$ cat src/rtl/lif_pkg.sv
// lif_pkg: types and constants shared by the LIF neuron stream driver.
//   lif_state_e    : driver FSM states
//   bytes_per_word : bytes per neuron word for a given N_STAGES (fan-in 2**N_STAGES)
//   BYTES_PER_WORD : bytes per word for the default fan-in of 32
//   NO_SPIKE       : rsp_first value meaning "no spike seen"
package lif_pkg;

  typedef enum logic [2:0] {
    IDLE   = 3'd0,
    LOAD_W = 3'd1,
    LOAD_X = 3'd2,
    RUN    = 3'd3,
    RESP   = 3'd4
  } lif_state_e;

  function automatic int bytes_per_word(input int n_stages);
    return (2 ** n_stages) / 8;
  endfunction

  localparam int         BYTES_PER_WORD = bytes_per_word(5);
  localparam logic [7:0] NO_SPIKE       = 8'hFF;

endpackage

$ cat src/rtl/lif_word_serializer.sv
// lif_word_serializer: word -> byte stream, MSB byte first.
//   start  : load word; its top byte appears on byte_o the next cycle
//   word   : word to send
//   byte_o : current byte (registered)
//   done   : high while the last byte of the word is on byte_o
// Without start the register rotates left by one byte every cycle, so after
// the last byte the first byte comes round again.
module lif_word_serializer
  import lif_pkg::*;
#(
  parameter int NB = BYTES_PER_WORD
) (
  input  logic            clk,
  input  logic            rst_n,
  input  logic            start,
  input  logic [NB*8-1:0] word,
  output logic [7:0]      byte_o,
  output logic            done
);

  localparam int CW = (NB > 1) ? $clog2(NB) : 1;

  logic [NB*8-1:0] sh_q, sh_d;
  logic [CW-1:0]   idx_q, idx_d;

  always_comb begin
    sh_d  = (sh_q << 8) | (sh_q >> (NB*8 - 8));
    idx_d = (idx_q == CW'(NB-1)) ? '0 : idx_q + 1'b1;
    if (start) begin
      sh_d  = word;
      idx_d = '0;
    end
  end

  always_ff @(posedge clk or negedge rst_n) begin
    if (!rst_n) begin
      sh_q  <= '0;
      idx_q <= '0;
    end else begin
      sh_q  <= sh_d;
      idx_q <= idx_d;
    end
  end

  assign byte_o = sh_q[NB*8-1 -: 8];
  assign done   = (idx_q == CW'(NB-1));

endmodule

$ cat src/rtl/lif_stream_driver.sv
// lif_stream_driver: loads a byte-serial LIF neuron with a weight word and an
// input-spike word, runs it for cmd_steps integration cycles, and reports the
// spike count and first-spike step.
//   cmd_*   : command (valid/ready) with weights, inputs, steps
//   nrn_*   : registered neuron drive (data byte, weight/input select, run)
//             plus the neuron's spike output
//   rsp_*   : response (valid/ready) with spike count and first-spike step
// Optional: LIF_DRV_WEIGHT_CACHE_EN keeps the last loaded weight word and
// skips LOAD_W when a command brings the same weights again.
module lif_stream_driver
  import lif_pkg::*;
#(
  parameter int N_STAGES = 5
) (
  input  logic                   clk,
  input  logic                   rst_n,
  input  logic                   cmd_valid,
  output logic                   cmd_ready,
  input  logic [2**N_STAGES-1:0] cmd_weights,
  input  logic [2**N_STAGES-1:0] cmd_inputs,
  input  logic [7:0]             cmd_steps,
  output logic [7:0]             nrn_data,
  output logic                   nrn_sel_w,
  output logic                   nrn_run,
  input  logic                   nrn_spike,
  output logic                   rsp_valid,
  input  logic                   rsp_ready,
  output logic [7:0]             rsp_count,
  output logic [7:0]             rsp_first
);

  localparam int W  = 2 ** N_STAGES;
  localparam int NB = bytes_per_word(N_STAGES);

  lif_state_e     state_q;
  logic [W-1:0]   x_q;
  logic [7:0]     steps_q, step_q, cnt_q, first_q;
  logic           cmd_ready_q, rsp_valid_q, sel_w_q, run_q;

  logic           accept, hit, last_step;
  logic           ser_start, ser_done;
  logic [W-1:0]   ser_word;

  assign accept    = cmd_valid & cmd_ready_q;
  assign last_step = (step_q == steps_q - 8'd1);

`ifdef LIF_DRV_WEIGHT_CACHE_EN
  logic [W-1:0] wc_q;
  logic         wc_vld_q;

  assign hit = wc_vld_q && (cmd_weights == wc_q);

  always_ff @(posedge clk or negedge rst_n) begin
    if (!rst_n) begin
      wc_q     <= '0;
      wc_vld_q <= 1'b0;
    end else if (accept) begin
      wc_q     <= cmd_weights;
      wc_vld_q <= 1'b1;
    end
  end
`else
  assign hit = 1'b0;
`endif

  // The weight word is captured by the serializer on accept, so only the
  // input word needs its own copy (it is replayed in LOAD_X, RESP and IDLE).
  // Restarting on the input word when leaving LOAD_X or RUN keeps the
  // RESP/IDLE rotation in phase with the neuron's input register.
  always_comb begin
    ser_start = 1'b0;
    ser_word  = x_q;
    case (state_q)
      IDLE: if (accept) begin
        ser_start = 1'b1;
        ser_word  = hit ? cmd_inputs : cmd_weights;
      end
      LOAD_W, LOAD_X: ser_start = ser_done;
      RUN:            ser_start = last_step;
      default: ;
    endcase
  end

  lif_word_serializer #(.NB(NB)) u_ser (
    .clk    (clk),
    .rst_n  (rst_n),
    .start  (ser_start),
    .word   (ser_word),
    .byte_o (nrn_data),
    .done   (ser_done)
  );

  always_ff @(posedge clk or negedge rst_n) begin
    if (!rst_n) begin
      state_q     <= IDLE;
      cmd_ready_q <= 1'b1;
      rsp_valid_q <= 1'b0;
      cnt_q       <= 8'd0;
      first_q     <= NO_SPIKE;
      sel_w_q     <= 1'b0;
      run_q       <= 1'b0;
      x_q         <= '0;
      steps_q     <= 8'd0;
      step_q      <= 8'd0;
    end else begin
      case (state_q)
        IDLE: if (accept) begin
          x_q         <= cmd_inputs;
          steps_q     <= cmd_steps;
          cnt_q       <= 8'd0;
          first_q     <= NO_SPIKE;
          cmd_ready_q <= 1'b0;
          if (hit) begin
            state_q <= LOAD_X;
          end else begin
            state_q <= LOAD_W;
            sel_w_q <= 1'b1;
          end
        end
        LOAD_W: if (ser_done) begin
          state_q <= LOAD_X;
          sel_w_q <= 1'b0;
        end
        LOAD_X: if (ser_done) begin
          step_q <= 8'd0;
          if (steps_q == 8'd0) begin
            state_q     <= RESP;
            rsp_valid_q <= 1'b1;
          end else begin
            state_q <= RUN;
            run_q   <= 1'b1;
          end
        end
        RUN: begin
          // step index never reaches 255, so NO_SPIKE is unambiguous
          if (nrn_spike) begin
            if (cnt_q != 8'hFF)      cnt_q   <= cnt_q + 8'd1;
            if (first_q == NO_SPIKE) first_q <= step_q;
          end
          step_q <= step_q + 8'd1;
          if (last_step) begin
            state_q     <= RESP;
            run_q       <= 1'b0;
            rsp_valid_q <= 1'b1;
          end
        end
        RESP: if (rsp_ready) begin
          state_q     <= IDLE;
          rsp_valid_q <= 1'b0;
          cmd_ready_q <= 1'b1;
        end
        default: state_q <= IDLE;
      endcase
    end
  end

  assign cmd_ready = cmd_ready_q;
  assign rsp_valid = rsp_valid_q;
  assign rsp_count = cnt_q;
  assign rsp_first = first_q;
  assign nrn_sel_w = sel_w_q;
  assign nrn_run   = run_q;

endmodule

$ cat config.mk
export PLATFORM = sky130hd
export DESIGN_NAME = lif_stream_driver
export DESIGN_NICKNAME = d
export VERILOG_FILES = /design/src/rtl/lif_pkg.sv /design/src/rtl/lif_word_serializer.sv /design/src/rtl/lif_stream_driver.sv
export SDC_FILE = /design/constraint.sdc
export NUM_CORES = 1
export LEC_CHECK = 0
export CAP_MARGIN = 20
export CORE_UTILIZATION = 55
export CTS_BUF_LIST = sky130_fd_sc_hd__clkbuf_2 sky130_fd_sc_hd__clkbuf_4 sky130_fd_sc_hd__clkbuf_8
export CTS_CLUSTER_DIAMETER = 40
export DETAILED_ROUTE_END_ITERATION = 7
export PLACE_DENSITY = 0.85
export SYNTH_ARGS = -nofsm -noshare
export SYNTH_HDL_FRONTEND = slang
export SYNTH_SLANG_ARGS = --single-unit
$ cat constraint.sdc
create_clock -name clk -period 6.75 [get_ports clk]
set_input_delay 0.675 -clock clk [delete_from_list [all_inputs] [get_ports clk]]
set_output_delay 0.675 -clock clk [all_outputs]
set_load 0.02 [all_outputs]
## Yosys cells after proc, flatten, opt, wreduce, memory -nomap -nowiden

Index checks and enable logic that the tools add are counted.

- $add $sub $neg: 4
- Bitwise operators: 2
- Reduce and logical (&&, ||, !) cells: 17
- Equality and inequality tests: 18
- Muxes and demuxes: 39

Operators with widths:

| operator | number |
|---|---|
| 2-to-1 mux 32 bit | 3 |
| 2-to-1 mux 8 bit | 7 |
| case mux 8 bit (2 select lines) | 3 |
| bitwise OR 32 x 8 -> 32 bit | 1 |
| inequality test 2 bit, second input constant | 10 |
| 2-to-1 mux 3 bit | 6 |
| adder 8 x 1 -> 8 bit, second input constant | 2 |
| case mux 3 bit (5 select lines) | 1 |
| 2-to-1 mux 1 bit | 12 |
| AND reduction 4 bit | 3 |
| AND reduction 5 bit | 2 |
| equality test 8 bit | 1 |
| equality test 8 bit, second input constant | 1 |
| logical NOT 8 bit | 1 |
| inequality test 8 bit, second input constant | 1 |
| nonzero test 2 bit | 4 |
| subtractor 8 x 1 -> 8 bit, second input constant | 1 |
| equality test 3 x 2 -> 1 bit, second input constant | 2 |
| case mux 1 bit (2 select lines) | 3 |
| case mux 1 bit (3 select lines) | 2 |
| AND reduction 3 bit | 2 |
| 2-to-1 mux 2 bit | 2 |
| AND reduction 2 bit | 2 |
| equality test 3 x 1 -> 1 bit, second input constant | 1 |
| other kinds (7) | 7 |

- Output and inout port bits: 28
- Bits of input ports: 77
- Register bits after elaboration: 105

## Longest topological paths before layout

Gate-level depths: netlist of the first run.

- Word-level depth: 4
- Depth in mapped cells: 8
- Depth with buffers taken out: 7

## Modules after synthesis

From an unflattened synthesis of the first run, not the netlist that was laid out.

- Cells, all modules: 522
- Area total of the unflattened synthesis: 5032.3 um^2

By module, submodules not included:

| module | area each (um^2) | cells each | instances |
|---|---|---|---|
| lif_stream_driver | 3565.9 | 441 | 1 |
| lif_word_serializer | 1466.4 | 81 | 1 |

## Worst setup path after synthesis of the first run

No wires, ideal clock.

- Path kind: reg-to-reg
- Start point: reg steps_q[0]
- End point: reg u_ser.sh_q[10]
- Library setup time: 0.125 ns
- Required time: 6.625 ns
- Slack: 4.500 ns
- Stages on the path, launching flop included: 9
- Arrival: 2.125 ns
- Buffers on the path: 1
- Period minus slack after synthesis: 2.250 ns
- Cells stage by stage: dfrtp_1 inv_1 ha_1 xor2_1 nand3_1 a2111oi_4 a31oi_4 buf_6 mux2_4

- Word-level cells in the longest chain between the ends: 4

Ends and longest elaborated chain:

| element | RTL line | source |
|---|---|---|
| start, declared | lif_stream_driver.sv:37 | `logic [7:0] steps_q, step_q, cnt_q, first_q;` |
| start signal, assigned | lif_stream_driver.sv:109 | `steps_q <= cmd_steps;` |
| subtractor 8 x 1 -> 8 bit | lif_stream_driver.sv:45 | `assign last_step = (step_q == steps_q - 8'd1);` |
| equality test 8 bit | lif_stream_driver.sv:45 |  |
| case mux 1 bit (3 select lines) | lif_stream_driver.sv:73 | `case (state_q)` |
| 2-to-1 mux 32 bit | lif_word_serializer.sv:29 | `if (start) begin` |
| via u_ser.sh_d[10] | lif_word_serializer.sv:23 | `logic [NB*8-1:0] sh_q, sh_d;` |
| end signal, assigned | lif_word_serializer.sv:37 | `sh_q <= '0;` |
| end signal, assigned | lif_word_serializer.sv:40 | `sh_q <= sh_d;` |
| end, declared | lif_word_serializer.sv:23 |  |

The timed path passes the listed nets, and every way through them passes these cells.
A chain may end at the register's enable or synchronous reset.

## Final worst setup path of the first run

- Start point: in cmd_valid
- End point: reg u_ser.sh_q[25]

- Word-level cells in the longest chain between the ends: 4

Ends and longest elaborated chain:

| element | RTL line | source |
|---|---|---|
| start, declared | lif_stream_driver.sv:17 | `input logic cmd_valid,` |
| bitwise AND 1 bit (*) | lif_stream_driver.sv:44 | `assign accept = cmd_valid & cmd_ready_q;` |
| 2-to-1 mux 1 bit / 2-to-1 mux 32 bit (equally long branches) | lif_stream_driver.sv:74 | `IDLE: if (accept) begin` |
| case mux 1 bit (3 select lines) / 2-to-1 mux 32 bit (equally long branches) | lif_stream_driver.sv:73 |  |
| 2-to-1 mux 32 bit (*) | lif_word_serializer.sv:29 |  |
| via u_ser.sh_d[25] | lif_word_serializer.sv:23 |  |

Mark *: on every way through the listed nets, which the timed path passes. The rest lies on a longest branch.

==> metrics.md, run 1 <==
| Metric | Value |
|---|---|
| Class of the most critical setup path | `input port to flop` |
| Instance area at placement | `~6000 um^2` |
| Fmax | `355 MHz` |
| Peak VDD IR | `0.104 mV` |
| Core area | `8760 um^2` |
| R2R cell count | `8` |
| Most area-hungry cell type in the Yosys netlist | `dfrtp_1` |
| Setup crit start kind | `input port` |
| Gpl congestion | `around 0.85` |
| Die ar. | `about 9500 um^2` |
| Port bufs | `around 100` |
| Post-route clock period utilization | `about two fifths` |
| Syn_nets | `around 600` |
| R2r setup slk | `between 4 and 5 ns` |
| Async S/R FF share, synth | `between 90% and 100%` |
| DRC violations left | `0` |
| Post-DR vias/cell | `approximately 5.5` |
| Number of synthesized register bits | `~110` |
| Setup crit end kind | `flop` |
| Crit-path max FO | `65` |
| Hold Vio Cnt, Final | `0` |
| Placement row count | `34` |
| Critical Path End | `u_ser.sh_q[25]$_DFF_PN0_` |
| Initial Util | `a little under three fifths` |
| Max Root-Sink Buffers | `2` |
| Global-route wire length before repair | `between 15,000 and 20,000 um` |
| Slew HR | `41.4%` |
| Reg2reg end | `u_ser.sh_q[9]$_DFF_PN0_` |
| Die W | `~97 um` |
| Worst path arrival time | `3.13 ns` |
| Post-Synthesis Cells | `between 500 and 600` |
| Vias in the first global route | `between 3,000 and 4,000` |
| FF-to-FF Start | `steps_q[0]$_DFFE_PN0P_` |
| Most common cell after layout, fill and taps aside | `nand2_1` |
| Setup repair bufs after CTS | `0` |
| Util after Layout | `70.5%` |
| Setup WS pre-CTS | `approximately 3.6 ns` |
| P_leak | `around 3.2 nW` |
| CTS Root Cell | `clkbuf_8` |
| HPWL after DPL | `7780 um` |
| Yosys top cell area share | `between 40% and 50%` |
| Result of the run | `finished clean` |
| Layout cells sized above 1 | `between 10% and 20%` |
| # IOs | `around 110` |
| Final ANT Viol Nets | `0` |
| Largest net degree at the start of global routing | `between 70 and 80` |
| TritonRoute pass-1 iters | `5` |
| Synth top area cells | `dfrtp_1 48%, nand2_1 15%, mux2_4 8.4%, dfstp_2 4.7%, o21ai_0 2.1%` |
| Setup_tns | `0 ns` |
| Final WL | `roughly 11,000 um` |
| Post-route setup slack | `roughly 3.9 ns` |
| GRT Util Overall | `~25%` |
| Final slew viol count | `0` |
| Die Span Y | `97.2 um` |
| Num CTS Buffers | `9` |
| DR WL/cell | `~16 um` |
| Post-synthesis sequential area ratio | `a little over half` |
| Worst hold path type | `input port to asynchronous set/reset pin` |
| Synthesis-to-layout area growth | `24.0%` |
| Most frequent cells in the layout | `201 x nand2_1, 103 x clkdlybuf4s50_1, 96 x dfrtp_1` |
| RSZ-0062 raised after global routing | `no` |
| Power Dens Cells | `171 nW/um^2` |
| Post-synth EDFFs | `0` |
| Clk slew on worst S/H paths | `0.11 ns` |
| Num Clock Sinks | `around 110` |
| Dominant register cell in the synthesized netlist | `dfrtp_1` |
| Post-CTS Resized | `0` |
| Worst-Skew Late Latency | `between 0.3 and 0.4 ns` |
| Crit path required time | `roughly 7.1 ns` |
| Worst slew pin tran | `0.879 ns` |
| Htree depth | `3` |
| Post-layout instance area | `6180 um^2` |
| Antenna violations before repair | `0` |
| Routed via count | `a little under 4,000` |
| CTS tree | `built` |
| Skew final | `around 0.015 ns` |
| Warnings from Yosys | `0` |
| Crit path launch | `cmd_valid` |
| CTS Hold Bufs | `0` |
| Syn_area_per_cell | `just under 10 um^2` |
| Final nets | `between 600 and 700` |
| Post-synth cell types | `47` |
| Diode count | `0` |
| Mapped cell area | `4990 um^2` |
| Grt ovf | `0` |
| Final setup vio count | `0` |
| Maxcap violations | `0` |
| Starting DRT DRC Count | `250` |
| Crit path time final | `around 2.8 ns` |
==> logic make-up (layout without fill, tap and decap cells) <==
| kind of cell | Yosys count | after routing | share of synthesized area [%] |
|---|---|---|---|
| fa+ha+maj | 5 | 5 | 1.25 |
| buf+inv | 39 | 127 | 4.21 |
| simple gates | 261 | 261 | 21.8 |
| mux | 34 | 34 | 9.73 |
| xor+xnor | 11 | 11 | 1.93 |
| flops | 105 | 105 | 52.9 |
| compound gates | 58 | 58 | 8.13 |
==> cells in the mapped netlist, types with 4 or more instances <==
| master | number |
|---|---|
| o21ai_0 | 21 |
| nor2_1 | 16 |
| ha_1 | 5 |
| inv_1 | 4 |
| nor3_1 | 5 |
| o22a_1 | 8 |
| buf_4 | 8 |
| a31oi_1 | 6 |
| xor2_1 | 7 |
| nand3b_1 | 4 |
| dfstp_2 | 9 |
| nand2_1 | 201 |
| buf_6 | 4 |
| clkbuf_1 | 17 |
| nand4_1 | 4 |
| dfrtp_1 | 96 |
| a21oi_1 | 9 |
| mux2_4 | 28 |
| mux2_2 | 4 |
| nand3_1 | 13 |
| xnor2_1 | 4 |
==> where the power goes <==
group	internal, mW	total [mW]	switching (mW)
Sequential	0.629	0.629	0
Clock	0.141	0.367	0.226
Combinational	0.0392	0.0587	0.0196
Total	0.809	1.05	0.246
==> stage by stage <==
step                instances  hold slack, ns  total power [mW]
detailed placement        693           0.437             0.700
finish                    709           0.222              1.05
global route              709           0.251              1.09
CTS                       709           0.241              1.06
floorplan                 513           0.379             0.642
global placement          693           0.423             0.700
==> registers in the layout, indices dropped and copies added, names as in the netlist, 2 cells and up <==
register and cells:
step_q 8, x_q 32, rsp_count 8, state_q 3, u_ser.idx_q 2, steps_q 8, u_ser.sh_q 32, rsp_first 8
==> layer usage <==
layer  part of all wire, %  track usage (%)  routed length [um]  up-vias
met2                    50             41.9                5660      127
met1                    43             34.3                4920     1905
li1                      -                -                   -     1864
met4                   2.2             7.47                 244        0
met5                     0                0                   0        -
met3                   4.3             3.88                 482       27
==> critical path, cell delays in order <==
cell             delay [ns]
clkdlybuf4s50_1        0.53
nand4bb_1              0.33
nor2_4                 0.53
buf_4                  0.63
nand2_1                0.13
nand2_1                0.14
mux2_4                 0.15
==> final cells by class <==
class / count / area, um^2
clock buffer: 9 / 124
clock inverter: 7 / 62.6
fill: 609 / 2580
inverter: 4 / 15.0
multi-input combinational: 369 / 2150
sequential: 105 / 2640
tap: 108 / 135
timing repair buffer: 107 / 1060
==> worst min path at each step <==
stage	start	end	slack, ns	cells past startpoint
4_1_cts	rst_n	step_q[6]$_DFFE_PN0P_	0.24	1
3_3_place_gp	u_ser.idx_q[0]$_DFF_PN0_	u_ser.idx_q[0]$_DFF_PN0_	0.42	1
5_1_grt	rst_n	steps_q[6]$_DFFE_PN0P_	0.25	1
3_5_place_dp	u_ser.idx_q[0]$_DFF_PN0_	u_ser.idx_q[0]$_DFF_PN0_	0.44	1
2_1_floorplan	rst_n	nrn_run$_DFFE_PN0P_	0.38	0
6_report	rst_n	step_q[6]$_DFFE_PN0P_	0.22	1
Power figures use the tool's default switching activity.
==> run 2, diff against run 1 <==
CORE_UTILIZATION = 53   (was 55)
PLACE_DENSITY = 0.83   (was 0.85)
clock period = 2.92 ns   (was 6.75 ns; I/O delays follow)
==> run 2 against run 1 <==
Compared with the run above:
- first-iteration DRC count decreased by 8.8%
- sequential power increased by 130%
- utilization fell by 2.2 points
- sequential share of layout area shrank 0.67 points
- cell count is 0.85% higher
- combinational power up 140%
- power rose by 150%
- worst hold slack better by 0.12 ns
==> metrics.md, run 2 (synthesis gave the netlist of run 1 again) <==
| Metric | Value |
|---|---|
| CTS tree | `built (unchanged)` |
| Setup_tns | `0 ns (unchanged)` |
| Most common cell after layout, fill and taps aside | `nand2_1 (unchanged)` |
| TritonRoute pass-1 iters | `5 (unchanged)` |
| Largest net degree at the start of global routing | `75 (was 73)` |
| Num CTS Buffers | `9 (unchanged)` |
| Global-route wire length before repair | `18,400 um (was 19,000 um)` |
| Port bufs | `104 (unchanged)` |
| R2r setup slk | `0.32 ns (was 4.05 ns)` |
| Num Clock Sinks | `105 (unchanged)` |
| Initial Util | `54.2% (was 56.9%)` |
| Power Dens Cells | `418 nW/um^2 (was 171 nW/um^2)` |
| Worst-Skew Late Latency | `0.36 ns (was 0.38 ns)` |
| Layout cells sized above 1 | `11.3% (was 11.0%)` |
| # IOs | `105 (unchanged)` |
| Antenna violations before repair | `0 (unchanged)` |
| Hold Vio Cnt, Final | `0 (unchanged)` |
| Peak VDD IR | `0.296 mV (was 0.104 mV)` |
| DR WL/cell | `15.7 um (was 15.9 um)` |
| Instance area at placement | `6030 um^2 (was 6000 um^2)` |
| R2R cell count | `8 (unchanged)` |
| Final WL | `11,200 um (was 11,300 um)` |
| CTS Root Cell | `clkbuf_8 (unchanged)` |
| Maxcap violations | `0 (unchanged)` |
| Die ar. | `9800 um^2 (was 9450 um^2)` |
| Vias in the first global route | `3,880 (was 3,996)` |
| FF-to-FF Start | `steps_q[0]$_DFFE_PN0P_ (unchanged)` |
| Die W | `99.0 um (was 97.2 um)` |
| Post-route clock period utilization | `89.0%` |
| Final setup vio count | `0 (unchanged)` |
| Setup crit end kind | `flop (unchanged)` |
| Post-layout instance area | `6280 um^2 (was 6180 um^2)` |
| Synthesis-to-layout area growth | `25.9% (was 24.0%)` |
| Grt ovf | `0 (unchanged)` |
| Diode count | `0 (unchanged)` |
| Routed via count | `3,895 (was 3,923)` |
| Final slew viol count | `0 (unchanged)` |
| Worst hold path type | `input port to asynchronous set/reset pin (unchanged)` |
| Reg2reg end | `u_ser.sh_q[25]$_DFF_PN0_ (was u_ser.sh_q[9]$_DFF_PN0_)` |
| Gpl congestion | `0.908 (was 0.849)` |
| Largest regs | `u_ser.sh_q x32, x_q x32 (unchanged)` |
| Max Root-Sink Buffers | `2 (unchanged)` |
| Fmax | `roughly 380 MHz` |
| Worst hold margin | `0.342 ns (was 0.222 ns)` |
| P_leak | `3.20 nW (was 3.16 nW)` |
| Htree depth | `3 (unchanged)` |
| Starting DRT DRC Count | `228 (was 250)` |
| Crit path required time | `3.17 ns (was 7.07 ns)` |
| Core area | `9200 um^2 (was 8760 um^2)` |
| Post-CTS Resized | `0 (unchanged)` |
| Crit path launch | `steps_q[0]$_DFFE_PN0P_ (was cmd_valid)` |
| RSZ-0062 raised after global routing | `no (unchanged)` |
| Crit path time final | `2.60 ns` |
| Final Power | `2.63 mW (was 1.05 mW)` |
| DRC violations left | `0 (unchanged)` |
| Final ANT Viol Nets | `0 (unchanged)` |
| GRT Util Overall | `24.1% (was 25.1%)` |
| Placement row count | `35 (was 34)` |
| Die Span Y | `99.0 um (was 97.2 um)` |
| Crit-path max FO | `34 (was 65)` |
| Final nets | `681 (was 678)` |
| Most frequent cells in the layout | `201 x nand2_1, 103 x clkdlybuf4s50_1, 96 x dfrtp_1 (unchanged)` |
| Post-DR vias/cell | `5.45 (was 5.53)` |
| Result of the run | `finished clean (unchanged)` |
| Skew final | `0.00989 ns (was 0.0147 ns)` |
| Setup crit start kind | `flop (was input port)` |
| HPWL after DPL | `7700 um (was 7780 um)` |
| Clk slew on worst S/H paths | `0.10 ns (was 0.11 ns)` |
| Class of the most critical setup path | `flop to flop (was input port to flop)` |
| Slew HR | `47.1% (was 41.4%)` |
| Worst slew pin tran | `0.794 ns (was 0.879 ns)` |
| Worst path arrival time | `2.84 ns (was 3.13 ns)` |
==> run 2: per-stage QoR <==
stage	std cells	util, %	worst slack [ns]
global placement	697	65.3	0.415
detailed placement	698	65.6	0.348
finish	715	68.3	0.322
CTS	715	68.3	0.331
floorplan	513	-	0.670
global route	715	68.3	0.208
==> run 2: worst max-delay path, cell delays in order (launching register included) <==
cell and delay (ns):
dfrtp_1 0.40, inv_1 0.11, ha_1 0.31, xor2_1 0.16
nand3_1 0.14, a2111oi_4 0.53, a31oi_4 0.12, buf_4 0.32
mux2_4 0.37
==> run 2: where the power goes <==
| part | switching (mW) | leakage [nW] | internal, mW |
|---|---|---|---|
| combinational | 0.0456 | 1.68 | 0.0952 |
| clock | 0.497 | 0.116 | 0.535 |
| sequential | 0 | 1.40 | 1.45 |
==> run 2: worst max path at each step <==
stage | to | slack, ns | cells after the start
global route | u_ser.sh_q[30]$_DFF_PN0_ | 0.21 | 7
finish | u_ser.sh_q[25]$_DFF_PN0_ | 0.32 | 8
global placement | u_ser.sh_q[25]$_DFF_PN0_ | 0.42 | 6
floorplan | u_ser.sh_q[10]$_DFF_PN0_ | 0.67 | 8
detailed placement | u_ser.sh_q[25]$_DFF_PN0_ | 0.35 | 6
CTS | u_ser.sh_q[25]$_DFF_PN0_ | 0.33 | 8
==> run 2: area by class of cell <==
cell class	instances	area, um^2
inverters	4	15.0
clock buffers	11	151
clock inverters	5	85.1
well taps	111	139
fillers	712	2920
flip-flops and latches	105	2640
repair buffers	110	1110
multi-input cells	369	2150
==> run 2: repair_timing <==
item                      in CTS  in global routing
hold endpoints to repair      19                  0
setup buffers                  0                  0
hold buffers                   1                  0
==> run 2: metal layers <==
| metal | track usage, % | share of wire [%] | vias up |
|---|---|---|---|
| li1 | - | - | 1861 |
| met1 | 33.0 | 46 | 1892 |
| met2 | 38.8 | 48 | 116 |
| met3 | 3.12 | 3.7 | 26 |
| met4 | 10.2 | 2.6 | 0 |
| met5 | 0 | 0 | - |
